==> src/rtl/vending_pkg.sv <==
// Shared coin codes, cent values and FSM state encoding
// for the vending machine and its coin input conditioner.
package vending_pkg;

  typedef logic [2:0] coin_t;

  localparam coin_t COIN_NONE    = 3'd0;
  localparam coin_t COIN_NICKEL  = 3'd1;
  localparam coin_t COIN_DIME    = 3'd2;
  localparam coin_t COIN_QUARTER = 3'd3;
  localparam coin_t COIN_DOLLAR  = 3'd4;

  localparam logic [6:0] CENTS_NICKEL  = 7'd5;
  localparam logic [6:0] CENTS_DIME    = 7'd10;
  localparam logic [6:0] CENTS_QUARTER = 7'd25;
  localparam logic [6:0] CENTS_DOLLAR  = 7'd100;

  localparam logic [11:0] TALLY_MAX = 12'hFFF;

  typedef enum logic [1:0] {
    S_IDLE,
    S_DEBOUNCE,
    S_HOLD,
    S_WAIT_RELEASE
  } state_t;

  function automatic logic is_onehot(input logic [3:0] b);
    return (b != 4'd0) && ((b & (b - 4'd1)) == 4'd0);
  endfunction

  function automatic logic [1:0] onehot_idx(input logic [3:0] b);
    logic [1:0] idx;
    idx = 2'd0;
    for (int i = 0; i < 4; i++)
      if (b[i]) idx = 2'(i);
    return idx;
  endfunction

  function automatic coin_t idx_coin(input logic [1:0] idx);
    coin_t c;
    unique case (idx)
      2'd0: c = COIN_NICKEL;
      2'd1: c = COIN_DIME;
      2'd2: c = COIN_QUARTER;
      2'd3: c = COIN_DOLLAR;
    endcase
    return c;
  endfunction

  function automatic logic [6:0] idx_cents(input logic [1:0] idx);
    logic [6:0] v;
    unique case (idx)
      2'd0: v = CENTS_NICKEL;
      2'd1: v = CENTS_DIME;
      2'd2: v = CENTS_QUARTER;
      2'd3: v = CENTS_DOLLAR;
    endcase
    return v;
  endfunction

endpackage

==> src/rtl/coin_input_conditioner_if.sv <==
// Button/coin bundle between the coin slot and the vending machine.
// COIN_TALLY_EN adds the running cent tally.
interface coin_input_conditioner_if;
  import vending_pkg::*;

  logic [3:0] btn_raw;
  coin_t      coin;
  logic       reject;
  logic       busy;
`ifdef COIN_TALLY_EN
  logic [11:0] tally_cents;
`endif

  modport slave (
    input  btn_raw,
    output coin,
    output reject,
`ifdef COIN_TALLY_EN
    output tally_cents,
`endif
    output busy
  );

  modport master (
    output btn_raw,
    input  coin,
    input  reject,
`ifdef COIN_TALLY_EN
    input  tally_cents,
`endif
    input  busy
  );

endinterface

==> src/rtl/coin_input_conditioner_btn_sync.sv <==
// Two-flop synchronizer for a bus of independent
// asynchronous bits, with synchronous reset.
module btn_sync #(
  parameter int W = 4
) (
  input  logic         clk_i,
  input  logic         rst_i,
  input  logic [W-1:0] d_i,
  output logic [W-1:0] q_o
);

  logic [W-1:0] meta_q;
  logic [W-1:0] sync_q;

  // shift raw bits through two flops
  always_ff @(posedge clk_i) begin
    if (rst_i) begin
      meta_q <= '0;
      sync_q <= '0;
    end else begin
      meta_q <= d_i;
      sync_q <= meta_q;
    end
  end

  assign q_o = sync_q;

endmodule

==> src/rtl/coin_input_conditioner.sv <==
// Debounces coin buttons into held coin codes with multi-press reject.
// Optional COIN_TALLY_EN adds a saturating cent tally output.
module coin_input_conditioner
  import vending_pkg::*;
#(
  parameter int DEBOUNCE_CYCLES = 4,
  parameter int HOLD_CYCLES     = 3
) (
  input logic                     clk50,
  input logic                     reset,
  coin_input_conditioner_if.slave bus
);

  localparam int MAXC = (DEBOUNCE_CYCLES > HOLD_CYCLES) ?
                        DEBOUNCE_CYCLES : HOLD_CYCLES;
  localparam int CW   = $clog2(MAXC + 1);

  logic [3:0]    btn_s;
  logic [3:0]    cap_oh;
  state_t        state_q, state_d;
  logic [CW-1:0] cnt_q, cnt_d;
  logic [1:0]    idx_q, idx_d;
  coin_t         coin_q, coin_d;
  logic          reject_q, reject_d;

  btn_sync #(.W(4)) u_sync (
    .clk_i (clk50),
    .rst_i (reset),
    .d_i   (bus.btn_raw),
    .q_o   (btn_s)
  );

  assign cap_oh = 4'b0001 << idx_q;

  // next state, counter and registered outputs
  always_comb begin
    state_d  = state_q;
    cnt_d    = cnt_q;
    idx_d    = idx_q;
    coin_d   = coin_q;
    reject_d = 1'b0;
    unique case (state_q)
      S_IDLE: begin
        coin_d = COIN_NONE;
        if (is_onehot(btn_s)) begin
          state_d = S_DEBOUNCE;
          cnt_d   = CW'(1);
          idx_d   = onehot_idx(btn_s);
        end else if (btn_s != 4'd0) begin
          reject_d = 1'b1;
          state_d  = S_WAIT_RELEASE;
          cnt_d    = '0;
        end
      end
      S_DEBOUNCE: begin
        if (btn_s != cap_oh) begin
          state_d = S_IDLE;
          cnt_d   = '0;
        end else if (cnt_q == CW'(DEBOUNCE_CYCLES)) begin
          state_d = S_HOLD;
          cnt_d   = '0;
          coin_d  = idx_coin(idx_q);
        end else begin
          cnt_d = cnt_q + CW'(1);
        end
      end
      S_HOLD: begin
        if (cnt_q == CW'(HOLD_CYCLES - 1)) begin
          state_d = S_WAIT_RELEASE;
          cnt_d   = '0;
          coin_d  = COIN_NONE;
        end else begin
          cnt_d = cnt_q + CW'(1);
        end
      end
      S_WAIT_RELEASE: begin
        if (btn_s != 4'd0) begin
          cnt_d = '0;
        end else if (cnt_q == CW'(DEBOUNCE_CYCLES - 1)) begin
          state_d = S_IDLE;
          cnt_d   = '0;
        end else begin
          cnt_d = cnt_q + CW'(1);
        end
      end
    endcase
  end

  // state and output registers; reset waits for release
  always_ff @(posedge clk50) begin
    if (reset) begin
      state_q  <= S_WAIT_RELEASE;
      cnt_q    <= '0;
      idx_q    <= 2'd0;
      coin_q   <= COIN_NONE;
      reject_q <= 1'b0;
    end else begin
      state_q  <= state_d;
      cnt_q    <= cnt_d;
      idx_q    <= idx_d;
      coin_q   <= coin_d;
      reject_q <= reject_d;
    end
  end

  assign bus.coin   = coin_q;
  assign bus.reject = reject_q;
  assign bus.busy   = (state_q != S_IDLE);

`ifdef COIN_TALLY_EN
  logic [11:0] tally_q, tally_d;
  logic [12:0] tally_sum;

  // add coin value on each HOLD entry, saturating
  always_comb begin
    tally_sum = {1'b0, tally_q} + 13'(idx_cents(idx_q));
    tally_d   = tally_q;
    if (state_q == S_DEBOUNCE && state_d == S_HOLD)
      tally_d = (tally_sum > {1'b0, TALLY_MAX}) ?
                TALLY_MAX : tally_sum[11:0];
  end

  // tally register
  always_ff @(posedge clk50) begin
    if (reset) tally_q <= '0;
    else       tally_q <= tally_d;
  end

  assign bus.tally_cents = tally_q;
`endif

endmodule
==> src/flat_wrapper.sv <==
// flat-port wrapper written by rule: the top's interface ports become plain ports
module coin_input_conditioner_flat import vending_pkg::*;
#(
  parameter int DEBOUNCE_CYCLES = 4,
  parameter int HOLD_CYCLES     = 3
)
  (clk50, reset, bus_btn_raw, bus_coin, bus_reject, bus_busy);
  coin_input_conditioner_if bus_i ();
  input logic clk50;
  input logic reset;
  input wire logic [$bits(bus_i.btn_raw)-1:0] bus_btn_raw;
  output wire logic [$bits(bus_i.coin)-1:0] bus_coin;
  output wire logic [$bits(bus_i.reject)-1:0] bus_reject;
  output wire logic [$bits(bus_i.busy)-1:0] bus_busy;
  assign bus_i.btn_raw = bus_btn_raw;
  assign bus_coin = bus_i.coin;
  assign bus_reject = bus_i.reject;
  assign bus_busy = bus_i.busy;
  coin_input_conditioner #(.DEBOUNCE_CYCLES(DEBOUNCE_CYCLES), .HOLD_CYCLES(HOLD_CYCLES)) u_core (.clk50(clk50), .reset(reset), .bus(bus_i));
endmodule
==> config.mk <==
export PLATFORM = sky130hd
export DESIGN_NAME = coin_input_conditioner_flat
export DESIGN_NICKNAME = d
export VERILOG_FILES = /design/src/rtl/vending_pkg.sv /design/src/rtl/coin_input_conditioner_if.sv /design/src/rtl/coin_input_conditioner_btn_sync.sv /design/src/rtl/coin_input_conditioner.sv /design/src/flat_wrapper.sv
export SDC_FILE = /design/constraint.sdc
export NUM_CORES = 1
export LEC_CHECK = 0
export ABC_AREA = 1
export CORE_MARGIN = 2
export CORE_UTILIZATION = 36
export DETAILED_ROUTE_END_ITERATION = 16
export DONT_BUFFER_PORTS = 1
export SETUP_SLACK_MARGIN = 0.2
export SKIP_LAST_GASP = 1
export SLEW_MARGIN = 30
export SYNTH_ARGS = -nofsm -noshare
export SYNTH_HDL_FRONTEND = slang
export SYNTH_SLANG_ARGS = --single-unit
==> constraint.sdc <==
create_clock -name clk50 -period 1.8 [get_ports clk50]
set_input_delay 0.36 -clock clk50 [delete_from_list [all_inputs] [get_ports clk50]]
set_output_delay 0.36 -clock clk50 [all_outputs]
set_load 0.1 [all_outputs]
==> metrics.md <==
| Metric | Value |
|---|---|
| Status | `complete, no violations` |
| Total negative slack | `0 ns` |
| Seq/Total Area, Yosys | `0.329` |
| Cts bufs inserted | `3` |
| Io pins | `11` |
| Final hold slack | `between 0.09 and 0.1 ns` |
| Post-CTS setup buffer count | `0` |
| Setup crit end kind | `register` |
| Main combinational cell family by area after synthesis | `simple AND/OR/NAND/NOR gates` |
| Setup crit start kind | `register` |
| Drt wl/cell | `approximately 10 um` |
| Core area | `0.00305 mm^2` |
| Final Core Density | `0.424` |
| Hold Fails Final Rpt | `0` |
| Complex-gate fraction of the synthesized area | `0.0735` |
| Die width | `60.7 um` |
| Most frequent cells in the layout | `inv_1, nand2_1, nand3_1, dfxtp_1, nor2_1` |
| Crit path DAT | `around 1.7 ns` |
| Die ar. | `~0.0037 mm^2` |
| EDFF count, synth | `0` |
| RSZ-0062 raised after global routing | `true` |
| Global-route wire length before repair | `about 3800 um` |
| # diodes | `0` |
| Detailed-route wire length | `between 2000 and 2500 um` |
| Hold WC Path Type | `input pin to register` |
| P_leak | `0.618 nW` |
| Initial Util | `0.379` |
| Design area | `approximately 0.0013 mm^2` |
| Nets | `190` |
| Area contributors post-synth | `dfxtp_1, ha_1, inv_1` |
| PortBufs | `0` |
| CP Max Fanout | `4` |
| Layout cells sized above 1 | `0.262` |
| Adder-Cell Fraction of Synth Area | `0.119` |
| Post-synthesis mux area share | `0` |
| Area delta synth->final | `11.9%` |
| Via count of the routed design | `about 980` |
| Hold-fix buffers, CTS | `0` |
| WS Path Type | `register to register` |
| Post-synth top area share | `0.329` |
| Sink Count | `19` |
| Clock Root Buffer | `clkbuf_4` |
| Cell taking the most area after synthesis | `dfxtp_1` |
| Global route overflow | `0` |
| Synth Area in Simple Gates | `0.352` |
| Max Cap Violations | `0` |
| Main synth FF type | `dfxtp_1` |
| Ys Warns | `0` |
| Syn Std Cell Area | `about 0.0012 mm^2` |
| # rows | `20` |
| Worst VDD drop | `0.500 mV` |
| Ys async rst share | `0` |
| Die Ht | `60.7 um` |
| Drt via density | `4.51` |
| Clk_lat worst skew | `about 0.3 ns` |
| Slew Viols, Final | `0` |
| Synthesized instance count | `between 150 and 200` |
| Drt pass-1 iters | `6` |
| CP required | `2.00 ns` |
| Syn_nets | `around 180` |
| Antenna viol nets, final | `0` |
| Period utilization | `0.840` |
| Clk_skew | `0.00749 ns` |
| Number of remaining DRC errors | `0` |
| GRT Util Overall | `0.141` |
| Antenna violations before repair | `0` |
| Number of global-route vias before repair | `between 900 and 1000` |
| H-Tree Depth | `1` |
| Post-DP HPWL | `1770 um` |
| Minimum clock period | `roughly 1.5 ns` |
| Post-Synth XOR/XNOR Area | `0` |
| First DRT Iteration DRCs | `20` |
| Fmax | `approximately 660 MHz` |
| Yosys cell types | `20` |
| Seq cells post-synth | `19` |
| RePlAce Congestion | `around 0.81` |
| CTS tree | `yes` |
| Placed Area | `about 0.0012 mm^2` |
| Pwr dens | `about 1000 mW/mm^2` |
| Clock transition at the registers of the reported paths | `roughly 0.12 ns` |
| Pin slew with the least headroom to its limit | `a little under 0.3 ns` |
| Synth Area per Inst | `7.06 um^2` |
| Largest net degree at the start of global routing | `16` |
| # setup viols final | `0` |
| Max Buffers Root-to-Sink | `2` |
| Slew HR | `0.806` |
| Most common cell after layout, fill and taps aside | `inv_1` |
-- synthesized netlist by cell type, types with 2 or more instances --
master   number
ha_1         11
nor2_4        4
o21ai_0       3
nand2_2       8
nand3_1      16
nor3_1        3
dfxtp_1      19
nor2_1       14
nor2_2        3
nand3_2       2
inv_1        32
nand2_1      28
inv_2         6
a21oi_1       9
-- area by class of cell --
class / instances / area (um^2)
clock buffers: 3 / 22.5
repair buffers: 5 / 41.3
inverters: 38 / 143
multi-input cells: 106 / 638
fillers: 340 / 1760
flip-flops and latches: 19 / 390
well taps: 44 / 55.1
clock inverters: 1 / 5.00
-- final timing paths --
kind | start | end | slack [ns] | depth (start not counted)
max reg2reg | u_core.cnt_q[0] | u_core.state_q[1] | 0.29 | 10
min reg2reg | u_core.u_sync.meta_q[3] | u_core.u_sync.q_o[3] | 0.41 | 2
max | u_core.cnt_q[0] | u_core.state_q[1] | 0.29 | 10
min | reset | u_core.bus.coin[2] | 0.1 | 1
-- critical path: stages (launching register included) --
cell     delay (ns)
dfxtp_2        0.37
inv_1          0.06
ha_1           0.20
nand2_1        0.12
inv_1          0.08
nor2_2         0.14
nand3_2        0.12
nand2_1        0.10
inv_1          0.06
nand3_1        0.09
nand3_1        0.06
-- flip-flops by register name, summed over array words and instances, names as in the netlist --
register              count
u_core.bus.coin           3
u_core.cnt_q              3
u_core.idx_q              2
u_core.u_sync.q_o         4
u_core.bus.reject         1
u_core.state_q            2
u_core.u_sync.meta_q      4
-- stage by stage --
step | setup WS, ns | instances | power (mW)
after floorplan | 0.306 | 164 | 0.981
after global placement | 0.283 | 212 | 1.06
after detailed placement | 0.228 | 212 | 1.08
after CTS | 0.222 | 216 | 1.32
after global routing | 0.181 | 216 | 1.43
final | 0.288 | 216 | 1.32
-- layer usage --
layer  share of wire  GRT usage
met5               0          0
met4           0.014     0.0621
met3           0.059     0.0299
met2            0.48      0.244
met1            0.45      0.167
-- power breakdown --
part	internal (mW)	switching, mW
Combinational	0.204	0.366
Clock	0.0829	0.139
Sequential	0.474	0.0540
Total	0.760	0.559
-- kinds of logic after synthesis --
family | count (synthesis)
compound gates | 14
simple gates | 81
flops | 19
buf+inv | 39
fa+ha+maj | 11
-- what timing repair did --
item / in CTS / in global routing
pin swaps: 0 / 1
gates resized for setup: 1 / 10
endpoints found under the setup margin: 1 / 8
endpoints found under the hold margin: 0 / 0
cloned: 0 / 0
Note: power is estimated with default switching activity, not from simulation.
==> RTL edit 1, RTL diff (same flow settings) <==
`HOLD_CYCLES` is set to 3 in 2 places; all go to 6.
--- a/src/rtl/coin_input_conditioner.sv
+++ b/src/rtl/coin_input_conditioner.sv
@@ -4,7 +4,7 @@
   import vending_pkg::*;
 #(
   parameter int DEBOUNCE_CYCLES = 4,
-  parameter int HOLD_CYCLES     = 3
+  parameter int HOLD_CYCLES     = 6
 ) (
   input logic                     clk50,
   input logic                     reset,
--- a/src/flat_wrapper.sv
+++ b/src/flat_wrapper.sv
@@ -2,7 +2,7 @@
 module coin_input_conditioner_flat import vending_pkg::*;
 #(
   parameter int DEBOUNCE_CYCLES = 4,
-  parameter int HOLD_CYCLES     = 3
+  parameter int HOLD_CYCLES     = 6
 )
   (clk50, reset, bus_btn_raw, bus_coin, bus_reject, bus_busy);
   coin_input_conditioner_if bus_i ();
Formal check against the unedited RTL: no difference found for any inputs over 10 cycles, from zero or initial values and one cycle with reset high; that may be too few to reach the edited logic, so the function may still have changed.
==> RTL edit 1 against the unedited design <==
- setup slack improved by 9.4 ps
- fmax rose by 0.63%
- routed wire length grew 2.9%
- area after synthesis down 1.4%
- critical path type is now flop to primary output
- highest routed layer unchanged
- non-clock buffer count stayed put
- total power down 1.1%
- sequential power rose by 2%
- sequential share of layout area about the same
- sequential cell count unchanged
- critical endpoint is now bus_busy
- clock skew increased by 3.2 ps
- final area is 1.9% lower
==> RTL edit 1: results (changes against the unedited design) <==
- Reg2Reg Launch Point: u_core.idx_q[1]
- Synth top area cells: dfxtp_1, ha_1, nand2_1
- Leak: 0.613 nW (-0.81%)
- Syn. warnings: 0 (unchanged)
- FF-to-FF setup slack: 330 ps (+40 ps)
- Dpl ws: 289 ps (+61.3 ps)
- Ys async rst share: 0% (unchanged)
- Worst Setup EP: bus_busy
- CTS max path bufs: 2 (unchanged)
- Worst hold stages: 1 (unchanged)
- H-tree levels: 1 (unchanged)
- Clock-pin slew on the worst setup and hold paths: 110 ps
- Layout cells sized above 1: 22.2% (-4.0 points)
- Avg WL per Cell: 10.5 um (+1.1%)
- Vias in the first global route: 965 (+2.0%)
- Placed insts: 216 (+1.9%)
- Drt first-iter violations: 47 (+140%)
- GR Util All Layers: 14.5% (+0.43 points)
- First drt pass iteration count: 4 (-2)
- Crit Path Max Fanout: 4 (unchanged)
- Port bufs: 0 (unchanged)
- Status: finished, final reports clean
- Mean Syn Cell Area: 6.75 um2 (-4.3%)
- Nets: 194 (+2.1%)
- Slew headroom: 79.0% (-1.7 points)
- Worst vdd ir: 0.461 mV (-7.9%)
- Clock Skew: 10.6 ps (+3.15 ps)
- First-pass GRT wire length: 3.97 mm (+4.4%)
- Total CTS buffers: 3 (unchanged)
- Placed inst area: 1230 um2 (-1.8%)
- Postcts setup bufs: 0 (unchanged)
- Post-DP HPWL: 1.84 mm (+3.9%)
- Reg2Reg Depth: 10 (unchanged)
- Seq/Total Area, Yosys: 33.3% (+0.47 points)
- CP Launch Point: u_core.state_q[0]
- Via count: 1,010 (+3.6%)
- GPL Wtd Cong: 0.789 (-2.7%)
- Clk Latency, worst-skew pair: 310 ps
- Fin crit share: 83.5% (-0.52 points)
- Via/cell ratio: 4.59 (+1.7%)
- Synth cell types: 20 (unchanged)
- PostCTS Resize Cnt: 1 (unchanged)
- Maxcap violations: 0 (unchanged)
- Root Driver: clkbuf_4
- Largest net degree at the start of global routing: 17 (+1)
- Data arrival, critical path: 1140 ps (-570 ps)
- Antenna diodes: 0 (unchanged)
- Hold Path Class: input port to flop
- FF-to-FF End: u_core.state_q[1]
- P_sw: 0.570 mW (+2.0%)
- Initial antenna violation count: 0 (unchanged)
- Top post-synthesis cells by count: nand2_1, inv_1, dfxtp_1
RTL edit 1: cell types whose count changed in the layout (fill, tap and decap cells not counted), sizes merged:
cell / unedited run / this run
nand2: 36 / 39
o21ai: 3 / 5
nand4: 1 / 0
a21boi: 0 / 1
nand3: 18 / 12
or2: 2 / 1
nor2: 21 / 25
nor3: 3 / 5
RTL edit 1: worst min-delay path by stage:
| stage | start | end | slack (ps) |
|---|---|---|---|
| 2_1_floorplan | u_core.u_sync.meta_q[0] | u_core.u_sync.q_o[0] | 390 |
| 3_3_place_gp | u_core.u_sync.meta_q[0] | u_core.u_sync.q_o[0] | 390 |
| 3_5_place_dp | u_core.u_sync.meta_q[1] | u_core.u_sync.q_o[1] | 400 |
| 4_1_cts | reset | u_core.cnt_q[0] | 80 |
| 5_1_grt | reset | u_core.cnt_q[0] | 80 |
| 6_report | reset | u_core.cnt_q[0] | 90 |
RTL edit 1: logic make-up (layout without fill, tap and decap cells):
family	after synthesis	in the layout	synth area share [%]
AOI/OAI and AO/OA	17	17	8.00
adders and majority gates	11	11	12.1
buffers and inverters	40	47	13.2
DFF	19	19	33.3
and+or+nand+nor	82	82	33.4
RTL edit 1: area by class of cell:
type,instances,area [um2]
timing repair buffer,5,41.3
sequential,19,383
fill,337,1760
inverter,38,143
tap,44,55.1
multi-input combinational,110,621
clock buffer,3,22.5
clock inverter,1,5.00
RTL edit 1: routing by layer:
layer	share of wire (%)	GRT usage [%]	vias to the layer above
met5	0	0	-
met4	1.9	5.71	0
met3	3.9	3.25	5
met2	51	26.4	18
met1	44	16.3	467
li1	-	-	520
RTL edit 1: critical path: stages (launching register included):
cell and delay (ps):
dfxtp_1 440, nor2_4 70, inv_2 90, buf_6 230
RTL edit 1: power by group through the flow:
| stage | registers [mW] | logic (mW) | clock network, mW |
|---|---|---|---|
| final | 0.538 | 0.545 | 0.221 |
| after detailed placement | 0.539 | 0.535 | 0 |
| after global routing | 0.548 | 0.634 | 0.243 |
| after floorplan | 0.535 | 0.429 | 0 |
| after global placement | 0.537 | 0.518 | 0 |
| after CTS | 0.532 | 0.538 | 0.231 |
==> RTL edit 2, RTL diff (same flow settings) <==
Without the edit above. Re-encode `state_t` (4 states) as one-hot, 4 bits wide.
--- a/src/rtl/vending_pkg.sv
+++ b/src/rtl/vending_pkg.sv
@@ -17,11 +17,11 @@
 
   localparam logic [11:0] TALLY_MAX = 12'hFFF;
 
-  typedef enum logic [1:0] {
-    S_IDLE,
-    S_DEBOUNCE,
-    S_HOLD,
-    S_WAIT_RELEASE
+  typedef enum logic [3:0] {
+    S_IDLE         = 4'b0001,
+    S_DEBOUNCE     = 4'b0010,
+    S_HOLD         = 4'b0100,
+    S_WAIT_RELEASE = 4'b1000
   } state_t;
 
   function automatic logic is_onehot(input logic [3:0] b);
Function: same outputs for any inputs over 10 cycles, from zero or initial values and one cycle with reset high; not proved beyond that.
==> RTL edit 2 against the unedited design <==
- final area rose by 15%
- total power increased by 13%
- hold slack improved by 0.72 ps
- routed wire length up 12%
- count of clock-buffer cells in the layout did not move
- area after synthesis grew 12%
- setup slack worse by 85 ps
- sequential cell count rose by 2
- highest routed layer unchanged
==> RTL edit 2: results (changes against the unedited design) <==
- Seq/Total Area, Yosys: 32.4% (-0.46 points)
- Fillers: 347 (+2.1%)
- Clock Skew: 5.43 ps (-2.06 ps)
- Nets: 215 (+13%)
- Crit-path max cell delay: 350 ps (-20 ps)
- Clk network pwr share: 15.4% (-1.4 points)
- GR Util All Layers: 13.1% (-0.96 points)
- Synth cell types: 27 (+35%)
- Layout cells sized above 1: 30.3% (+4.1 points)
- Mean Syn Cell Area: 6.94 um2 (-1.7%)
- Leak: 0.725 nW (+17%)
- Seq pwr share: 40.4% (+0.4 points)
- Avg WL per Cell: 10.4 um (-0.43%)
- PD cells: 1010 nW/um2 (-1.2%)
- Drt first-iter violations: 23 (+15%)
- Crit Path Max Fanout: 2 (-2)
- Largest net degree at the start of global routing: 17 (+1)
- Compound-gate portion of the synthesized area: 6.94% (-0.41 points)
- Status: finished, final reports clean
- Worst-Margin Slew: 291 ps (+0.482 ps)
- Placed insts: 237 (+12%)
- Final instance area: 1490 um2 (+15%)
- Dpl ws: 217 ps (-11.1 ps)
- Post-Synth Adder-Cell Area: 9.64% (-2.2 points)
- Data arrival, critical path: 1240 ps (-470 ps)
-- RTL edit 2: routing by layer --
layer	GRT usage, %	vias up	part of all wire [%]	routed length, um
met1	16.9	483	51	1300
li1	-	596	-	-
met4	4.89	0	1.1	27
met3	1.41	2	3.2	80
met5	0	-	0	0
met2	22.4	18	44	1130
-- RTL edit 2: final timing paths --
kind	from	end	slack (ps)	cells past startpoint
min reg2reg	u_core.u_sync.meta_q[2]	u_core.u_sync.q_o[2]	410	2
max	u_core.state_q[3]	bus_busy	200	5
min	reset	u_core.bus.coin[2]	100	1
max reg2reg	u_core.idx_q[0]	u_core.state_q[0]	300	10
-- RTL edit 2: area by class of cell --
type	count	share of cell area (%)
multi-input combinational	125	50.3
sequential	21	28.8
inverter	40	10.3
timing repair buffer	8	4.89
tap	46	3.88
clock buffer	3	1.52
clock inverter	1	0.337
-- RTL edit 2: repair_timing --
item / in CTS / in global routing
pin swaps: 1 / 3
buffers inserted: 2 / 1
endpoints found under the setup margin: 2 / 8
resized for setup: 9 / 11
